<file path="src/rtl/data_unpacking_stream.sv">
// Word-to-subword stream unpacker with valid/ready on both sides, LSB- or MSB-first order.
// Optional per-word subword count via the UNPACK_PARTIAL_EN macro (adds the in_nwords port).
module data_unpacking_stream #(
  parameter  int IN_DATA_WIDTH  = 32,
  parameter  int OUT_DATA_WIDTH = 8,
  parameter  int LSB_FIRST      = 1,
  localparam int R              = IN_DATA_WIDTH / OUT_DATA_WIDTH,
  localparam int CNT_W          = ($clog2(R + 1) < 1) ? 1 : $clog2(R + 1)
) (
  input  logic                      clk,
  input  logic                      rst_n,
  input  logic                      in_valid,
  output logic                      in_ready,
  input  logic [IN_DATA_WIDTH-1:0]  in_data,
  input  logic                      in_last,
`ifdef UNPACK_PARTIAL_EN
  input  logic [CNT_W-1:0]          in_nwords,
`endif
  output logic                      out_valid,
  input  logic                      out_ready,
  output logic [OUT_DATA_WIDTH-1:0] out_data,
  output logic                      out_last
);

  typedef enum logic {IDLE, UNPACK} state_t;

  localparam logic [CNT_W-1:0] R_C = CNT_W'(R);

  state_t                    state_q, state_d;
  logic [IN_DATA_WIDTH-1:0]  sreg_q, sreg_d;
  logic [CNT_W-1:0]          rem_q, rem_d;
  logic                      last_q, last_d;
  logic [OUT_DATA_WIDTH-1:0] data_q, data_d;

  logic                      rem_one, accept, xfer;
  logic [CNT_W-1:0]          n_load;
  logic [OUT_DATA_WIDTH-1:0] in_first, sreg_next_slice;
  logic [IN_DATA_WIDTH-1:0]  in_shifted, sreg_shifted;

  assign rem_one   = (rem_q == CNT_W'(1));
  assign out_valid = (state_q == UNPACK);
  assign out_data  = data_q;
  assign out_last  = last_q && rem_one;
  assign in_ready  = rst_n && ((state_q == IDLE) || (out_ready && rem_one));
  assign accept    = in_valid && in_ready;
  assign xfer      = out_valid && out_ready;

`ifdef UNPACK_PARTIAL_EN
  // Out-of-range counts fall back to a full word.
  assign n_load = ((in_nwords == '0) || (in_nwords > R_C)) ? R_C : in_nwords;
`else
  assign n_load = R_C;
`endif

  assign in_first        = (LSB_FIRST != 0) ? in_data[OUT_DATA_WIDTH-1:0]
                                            : in_data[IN_DATA_WIDTH-1:IN_DATA_WIDTH-OUT_DATA_WIDTH];
  assign in_shifted      = (LSB_FIRST != 0) ? (in_data >> OUT_DATA_WIDTH)
                                            : (in_data << OUT_DATA_WIDTH);
  assign sreg_next_slice = (LSB_FIRST != 0) ? sreg_q[OUT_DATA_WIDTH-1:0]
                                            : sreg_q[IN_DATA_WIDTH-1:IN_DATA_WIDTH-OUT_DATA_WIDTH];
  assign sreg_shifted    = (LSB_FIRST != 0) ? (sreg_q >> OUT_DATA_WIDTH)
                                            : (sreg_q << OUT_DATA_WIDTH);

  always_comb begin
    state_d = state_q;
    sreg_d  = sreg_q;
    rem_d   = rem_q;
    last_d  = last_q;
    data_d  = data_q;
    // An accept in UNPACK only happens on the final-subword transfer, so it takes priority.
    if (accept) begin
      data_d  = in_first;
      sreg_d  = in_shifted;
      rem_d   = n_load;
      last_d  = in_last;
      state_d = UNPACK;
    end else if (xfer) begin
      if (rem_one) begin
        rem_d   = '0;
        last_d  = 1'b0;
        state_d = IDLE;
      end else begin
        data_d = sreg_next_slice;
        sreg_d = sreg_shifted;
        rem_d  = rem_q - CNT_W'(1);
      end
    end
  end

  always_ff @(posedge clk or negedge rst_n) begin
    if (!rst_n) begin
      state_q <= IDLE;
      sreg_q  <= '0;
      rem_q   <= '0;
      last_q  <= 1'b0;
      data_q  <= '0;
    end else begin
      state_q <= state_d;
      sreg_q  <= sreg_d;
      rem_q   <= rem_d;
      last_q  <= last_d;
      data_q  <= data_d;
    end
  end

endmodule
</file>
<file path="config.mk">
export PLATFORM = sky130hd
export DESIGN_NAME = data_unpacking_stream
export DESIGN_NICKNAME = d
export VERILOG_FILES = /design/src/rtl/data_unpacking_stream.sv
export SDC_FILE = /design/constraint.sdc
export NUM_CORES = 1
export LEC_CHECK = 0
export ABC_AREA = 1
export ABC_CLOCK_PERIOD_IN_PS = 1500
export BUFFER_PORTS_ARGS = -buffer_cell sky130_fd_sc_hd__buf_2
export CAP_MARGIN = 20
export CORE_ASPECT_RATIO = 1.2
export CORE_MARGIN = 2
export CORE_UTILIZATION = 48
export CTS_BUF_LIST = sky130_fd_sc_hd__clkbuf_4 sky130_fd_sc_hd__clkbuf_8 sky130_fd_sc_hd__clkbuf_16
export DETAILED_ROUTE_END_ITERATION = 12
export MAX_ROUTING_LAYER = met4
export PLACE_DENSITY = 0.87
export SLEW_MARGIN = 20
export SYNTH_ARGS = -nofsm -noshare
export SYNTH_HDL_FRONTEND = slang
export SYNTH_SLANG_ARGS = --single-unit
</file>
<file path="constraint.sdc">
create_clock -name clk -period 1.5 [get_ports clk]
set_clock_uncertainty 0.15 [all_clocks]
set_input_delay 0 -clock clk [delete_from_list [all_inputs] [get_ports clk]]
set_output_delay 0 -clock clk [all_outputs]
set_load 0.02 [all_outputs]
</file>
==> results of run 1 <==
## cell usage in the layout (no fill, tap or decap), drive strengths merged
cell	count
nand2	82
buf	75
nand3	61
dlygate4sd3	37
dfrtp	37
inv	30
nand4	19
clkbuf	7
nor2	3
o21ai	2
ha	2
a21boi	1
## registers in the layout (all words and copies together) (netlist names)
| register | cells |
|---|---|
| last_q | 1 |
| out_data | 8 |
| out_valid | 1 |
| rem_q | 3 |
| sreg_q | 24 |
## Yosys cell counts (3+ instances only)
| cell | n |
|---|---|
| nand4_1 | 19 |
| inv_1 | 28 |
| buf_2 | 7 |
| buf_4 | 7 |
| buf_6 | 3 |
| nand3_1 | 59 |
| dfrtp_1 | 37 |
| nand2_1 | 80 |
## cells by family (layout without fill, tap and decap cells)
group,after synthesis,in the layout,synth area share [%]
compound gates,3,3,1.07
simple gates,165,165,39.2
fa+ha+maj,2,2,1.26
flops,37,37,46.5
buf+inv,48,149,11.9
## where the power goes
| group | switching (mW) | total, mW | internal, mW | leakage (nW) |
|---|---|---|---|---|
| logic | 1.36 | 2.40 | 1.05 | 1.10 |
| clock network | 0.340 | 0.723 | 0.382 | 0.0477 |
| registers | 0.296 | 1.74 | 1.44 | 0.465 |
## area by class of cell
class | count | area, um^2 | area share, %
Sequential cell | 37 | 927 | 31.0
Multi-Input combinational cell | 170 | 898 | 30.1
Timing Repair Buffer | 112 | 888 | 29.7
Inverter | 30 | 115 | 3.85
Clock buffer | 7 | 90.1 | 3.02
Tap cell | 54 | 67.6 | 2.26
## through the flow
stage               utilization, %  worst slack (ns)  instance area [um^2]  TNS [ns]
floorplan                        -            0.0134                  1990         0
detailed placement            59.3            -0.148                  2360     -4.03
global route                  75.2            -0.187                  2990     -4.85
global placement              59.3           -0.0709                  2360     -1.75
CTS                           72.9           -0.0983                  2900     -1.59
finish                        75.2            -0.134                  2990     -2.77
## final timing paths
path / from / end / slack (ns) / cells past startpoint
worst max-delay path: rem_q[1] / out_last / -0.13 / 8
worst min register to register: sreg_q[7] / out_data[7] / 0.35 / 2
worst min-delay path: in_valid / sreg_q[4] / 0.03 / 4
max in group asynchronous: rst_n / sreg_q[2] / 0.37 / 4
min in group asynchronous: rst_n / sreg_q[12] / 0.06 / 2
worst max register to register: rem_q[1] / sreg_q[10] / -0.12 / 11
## layer usage
layer | vias up | part of all wire [%]
met5 | - | 0
met4 | 0 | 2.3
met3 | 14 | 6.3
met2 | 102 | 52
met1 | 1011 | 40
li1 | 1031 | -
## what timing repair did
action,in CTS,in global routing
setup endpoints to repair,39,38
pin swaps,5,3
hold buffers,36,1
endpoints found under the hold margin,59,1
gates resized for setup,12,21
cloned,0,0
setup buffers,7,1
## critical path, stage by stage (launching register included)
cell and delay [ns]:
dfrtp_1 0.39, inv_2 0.08, ha_4 0.15, inv_2 0.05, nor2_4 0.10, inv_1 0.06
buf_4 0.14, nor2_4 0.08, buf_6 0.12
==> impl_metrics.ini, run 1 <==
[layout]
antenna_cells = 0
drive_gt1_share_pct = 29.8
final_nets = 395
final_cells = 410
synthToLayoutAreaGrowth_pct = 50.0
filler_cell_count = 271

[global_route]
grt_pass1_wl_mm = 8.89
grt_pass1_vias = 1982
gr-usage-all-layers_pct = 25.6
groute.layer.met3.usage_pct = 5.75
busiest_layer = met2
antenna_found_initial = 0
global_route.usage.met1_pct = 27.8
grt_max_degree = 29
groute.layer.met2.usage_pct = 45.4
grt.overflow.total = 0

[clock_tree]
cts.htree.levels = 2
clkTransAtPathRegs_ns = 0.07
clock_sinks = 37
tritoncts = done
clock_buffer_depth = 2
cts_made_buffers = 5
cts_root_buffer = clkbuf_8
clkLatencyLatePin_ns = 0.30

[sta]
max-slew-margin-rel_pct = 74.5
grt_setup_unrepaired = true
timing_worst_slew_pin_value_ns = 0.381
setup_ws_ns = -0.134
setup-violations-final = 36
timing.final.crit_share_pct = 109
max_freq_mhz = 612
finalHoldViolations = 0
slew_viol_final = 0
worst_hold_slack_ns = 0.0315
finalWorstPathRequiredPeriod_ns = 1.63

[setup_path]
crit_path_start_kind = flip-flop
worst_ep_required_time_ns = 1.35
worstSetupPathType = reg -> out
timing.critical_path.fanout_max = 2
critPathCaptureType = output pin
critical_path_arrival_ns = 1.48

[placed_design]
detailed_place_hpwl_mm = 3.25
gpl.final_weighted_congestion = 0.841
port_buffers = 47
placed_instances = 358

[outcome]
violated_checks = setup timing
result_of_the_run = finished with violations

[yosys]
synth-seq-cells = 37
postSynthAreaPerCell_um2 = 7.81
synth_top_cell_area_share_pct = 46.5
synth-main-ff-cell = dfrtp_1
post_synth_instance_area_um2 = 1990
yosysUniqueCellTypes = 18
total_of_warnings_raised_by_yosys = 0
synth-seq-area-share_pct = 46.5
synth-async-reset-ratio_pct = 100
synth_edf_count = 0
synth_area_leader_cell = dfrtp_1
net_count_after_synthesis = 294
synthesis.instances = 255
synth_area_leaders = dfrtp_1 (47%), nand2_1 (15%), nand3_1 (15%)

[floorplanning]
floorplan.die.width_um = 62.8
die_height_um = 74.5
core.rowCount = 25
floorplan.io_pins = 48
core_area_um2 = 3970
initial_core_util_pct = 50.1
fp.dieArea_um2 = 4680

[detailed_routing]
route.detailed.vias_per_inst = 5.26
route.antenna.remaining_nets = 0
route.detailed.drc = 0
drt-wirelength-per-cell_um = 14.4
first_pass_iters = 5
drtIter0Drc = 174
num_vias = 2158
route.final.wire_length_mm = 5.89

[power]
power.leakage_nw = 1.61
vdd_drop_max_mv = 1.07
design_power_total_mw = 4.86
power.density_cell_area_nw_per_um2 = 1630

[flow_run]
drv_cap = 0

[hold_path]
hold_wc_path_type = in -> reg
Power figures use the tool's default switching activity.
==> inputs of run 2 (changes only) <==
==> constraint.sdc (replaced) <==
create_clock -name clk -period 1.5 [get_ports clk]
set_clock_uncertainty 0.15 [all_clocks]
set_input_delay 0.15 -clock clk [delete_from_list [all_inputs] [get_ports clk]]
set_output_delay 0.15 -clock clk [all_outputs]
set_load 0.02 [all_outputs]
==> impl_metrics.ini, run 2 (synthesis gave the netlist of run 1 again) <==
[global_route]
busiest_layer = met2
gr-usage-all-layers_pct = 28.2
grt_pass1_wl_mm = 9.80
global_route.usage.met1_pct = 31.2
antenna_found_initial = 0
groute.layer.met3.usage_pct = 4.24
grt_max_degree = 29
grt_pass1_vias = 2111
grt.overflow.total = 0
groute.layer.met2.usage_pct = 51.7

[layout]
final_common_cell = nand2_1
top_register = sreg_q
layout_common_cells = nand2_1 (67), buf_2 (45), dfrtp_1 (37)
final_area_um2 = 3320
synthToLayoutAreaGrowth_pct = 66.7
final_nets = 391
fin_util_pct = 83.5
antenna_cells = 0
drive_gt1_share_pct = 45.0
final_cells = 407
filler_cell_count = 203
largest_register_ff_count = 24

[sta]
tns_ns = -8.26
max_freq_mhz = 561
finalHoldViolations = 1
setup_ws_ns = -0.282
worst_hold_slack_ns = -0.00907
grt_setup_unrepaired = true
max-slew-margin-rel_pct = 78.0
slew_viol_final = 0
setup-violations-final = 39
timing.final.crit_share_pct = 119
finalWorstPathRequiredPeriod_ns = 1.78
timing_worst_slew_pin_value_ns = 0.331

[hold_path]
hold_wc_path_type = in -> reg

[placed_design]
detailed_place_hpwl_mm = 3.24
placed_instances = 359
detailed_place.area_um2 = 2380
gpl.final_weighted_congestion = 0.837
port_buffers = 47
dp_worst_setup_slack_ns = -0.161

[power]
vdd_drop_max_mv = 1.14
power.density_cell_area_nw_per_um2 = 1800
design_power_total_mw = 5.96
power.leakage_nw = 1.77

[clock_tree]
cts_made_buffers = 5
cts_root_buffer = clkbuf_8
cts.htree.levels = 2
clkTransAtPathRegs_ns = 0.08
clock_buffer_depth = 2
clock_sinks = 37
clkLatencyLatePin_ns = 0.30
tritoncts = done

[floorplanning]
floorplan.io_pins = 48
fp.dieArea_um2 = 4680
die_height_um = 74.5
initial_core_util_pct = 50.1
core.rowCount = 25
core_area_um2 = 3970
floorplan.die.width_um = 62.8

[outcome]
violated_checks = hold timing, setup timing
result_of_the_run = finished with violations

[setup_path]
timing.critical_path.fanout_max = 18
critPathCaptureType = flip-flop
worst_ep_required_time_ns = 1.53
worstSetupPathType = reg -> reg
critical_path_arrival_ns = 1.81
crit_path_start_kind = flip-flop

[detailed_routing]
drt-wirelength-per-cell_um = 18.6
route.detailed.drc = 0
route.antenna.remaining_nets = 0
num_vias = 2346
route.final.wire_length_mm = 7.57
first_pass_iters = 7
route.detailed.vias_per_inst = 5.76
drtIter0Drc = 263

[flow_run]
drv_cap = 0
run 2: changes by cell type in the layout (fill, tap and decap cells not counted), moves of 4 or more:
cell,previous run,this run
buf_12,3,8
buf_6,6,10
dlygate4sd3_1,37,20
nand2_1,75,67
nand2_2,6,13
nand3_1,56,24
nand3_2,3,29
nand3_4,2,8
run 2: power by group:
group | total (mW) | switching [mW] | internal (mW)
sequential | 1.83 | 0.390 | 1.44
combinational | 3.20 | 1.73 | 1.47
clock | 0.927 | 0.386 | 0.541
run 2: cell type report:
type / instances / area (um^2) / area share, %
Multi-Input combinational cell: 170 / 1130 / 33.9
Timing Repair Buffer: 108 / 963 / 29.0
Sequential cell: 37 / 926 / 27.9
Inverter: 30 / 115 / 3.47
Clock buffer: 6 / 82.6 / 2.49
Tap cell: 54 / 67.6 / 2.04
Clock inverter: 2 / 37.5 / 1.13
run 2: final timing paths:
path,start,slack [ns],end,depth (start not counted)
worst max-delay path,rem_q[1],-0.28,sreg_q[15],9
worst min-delay path,in_data[4],-0.009,out_data[4],5
worst max register to register,rem_q[1],-0.28,sreg_q[15],9
worst min register to register,sreg_q[5],0.36,out_data[5],2
max in group asynchronous,rst_n,0.55,sreg_q[12],3
min in group asynchronous,rst_n,0.03,last_q,3
run 2: critical path, stage by stage, from the launching register on:
cell and delay, ns:
dfrtp_1 0.40, inv_2 0.08, ha_4 0.16, nand3_4 0.08
buf_6 0.13, nand2_4 0.07, nand3_4 0.17, buf_12 0.23
nand3_4 0.09, nand3_2 0.08
run 2: routing by layer:
layer	vias to the layer above	part of all wire [%]
li1	1022	-
met5	-	0
met1	1123	37
met2	151	51
met4	0	5.1
met3	50	7.0
run 2: timing repair:
| item | CTS | global route |
|---|---|---|
| resized for setup | 30 | 57 |
| gates cloned | 2 | 3 |
| setup endpoints to repair | 39 | 39 |
| hold buffers | 20 | 1 |
| setup buffers | 11 | 4 |
| pin swaps | 4 | 25 |
| hold endpoints to repair | 50 | 2 |
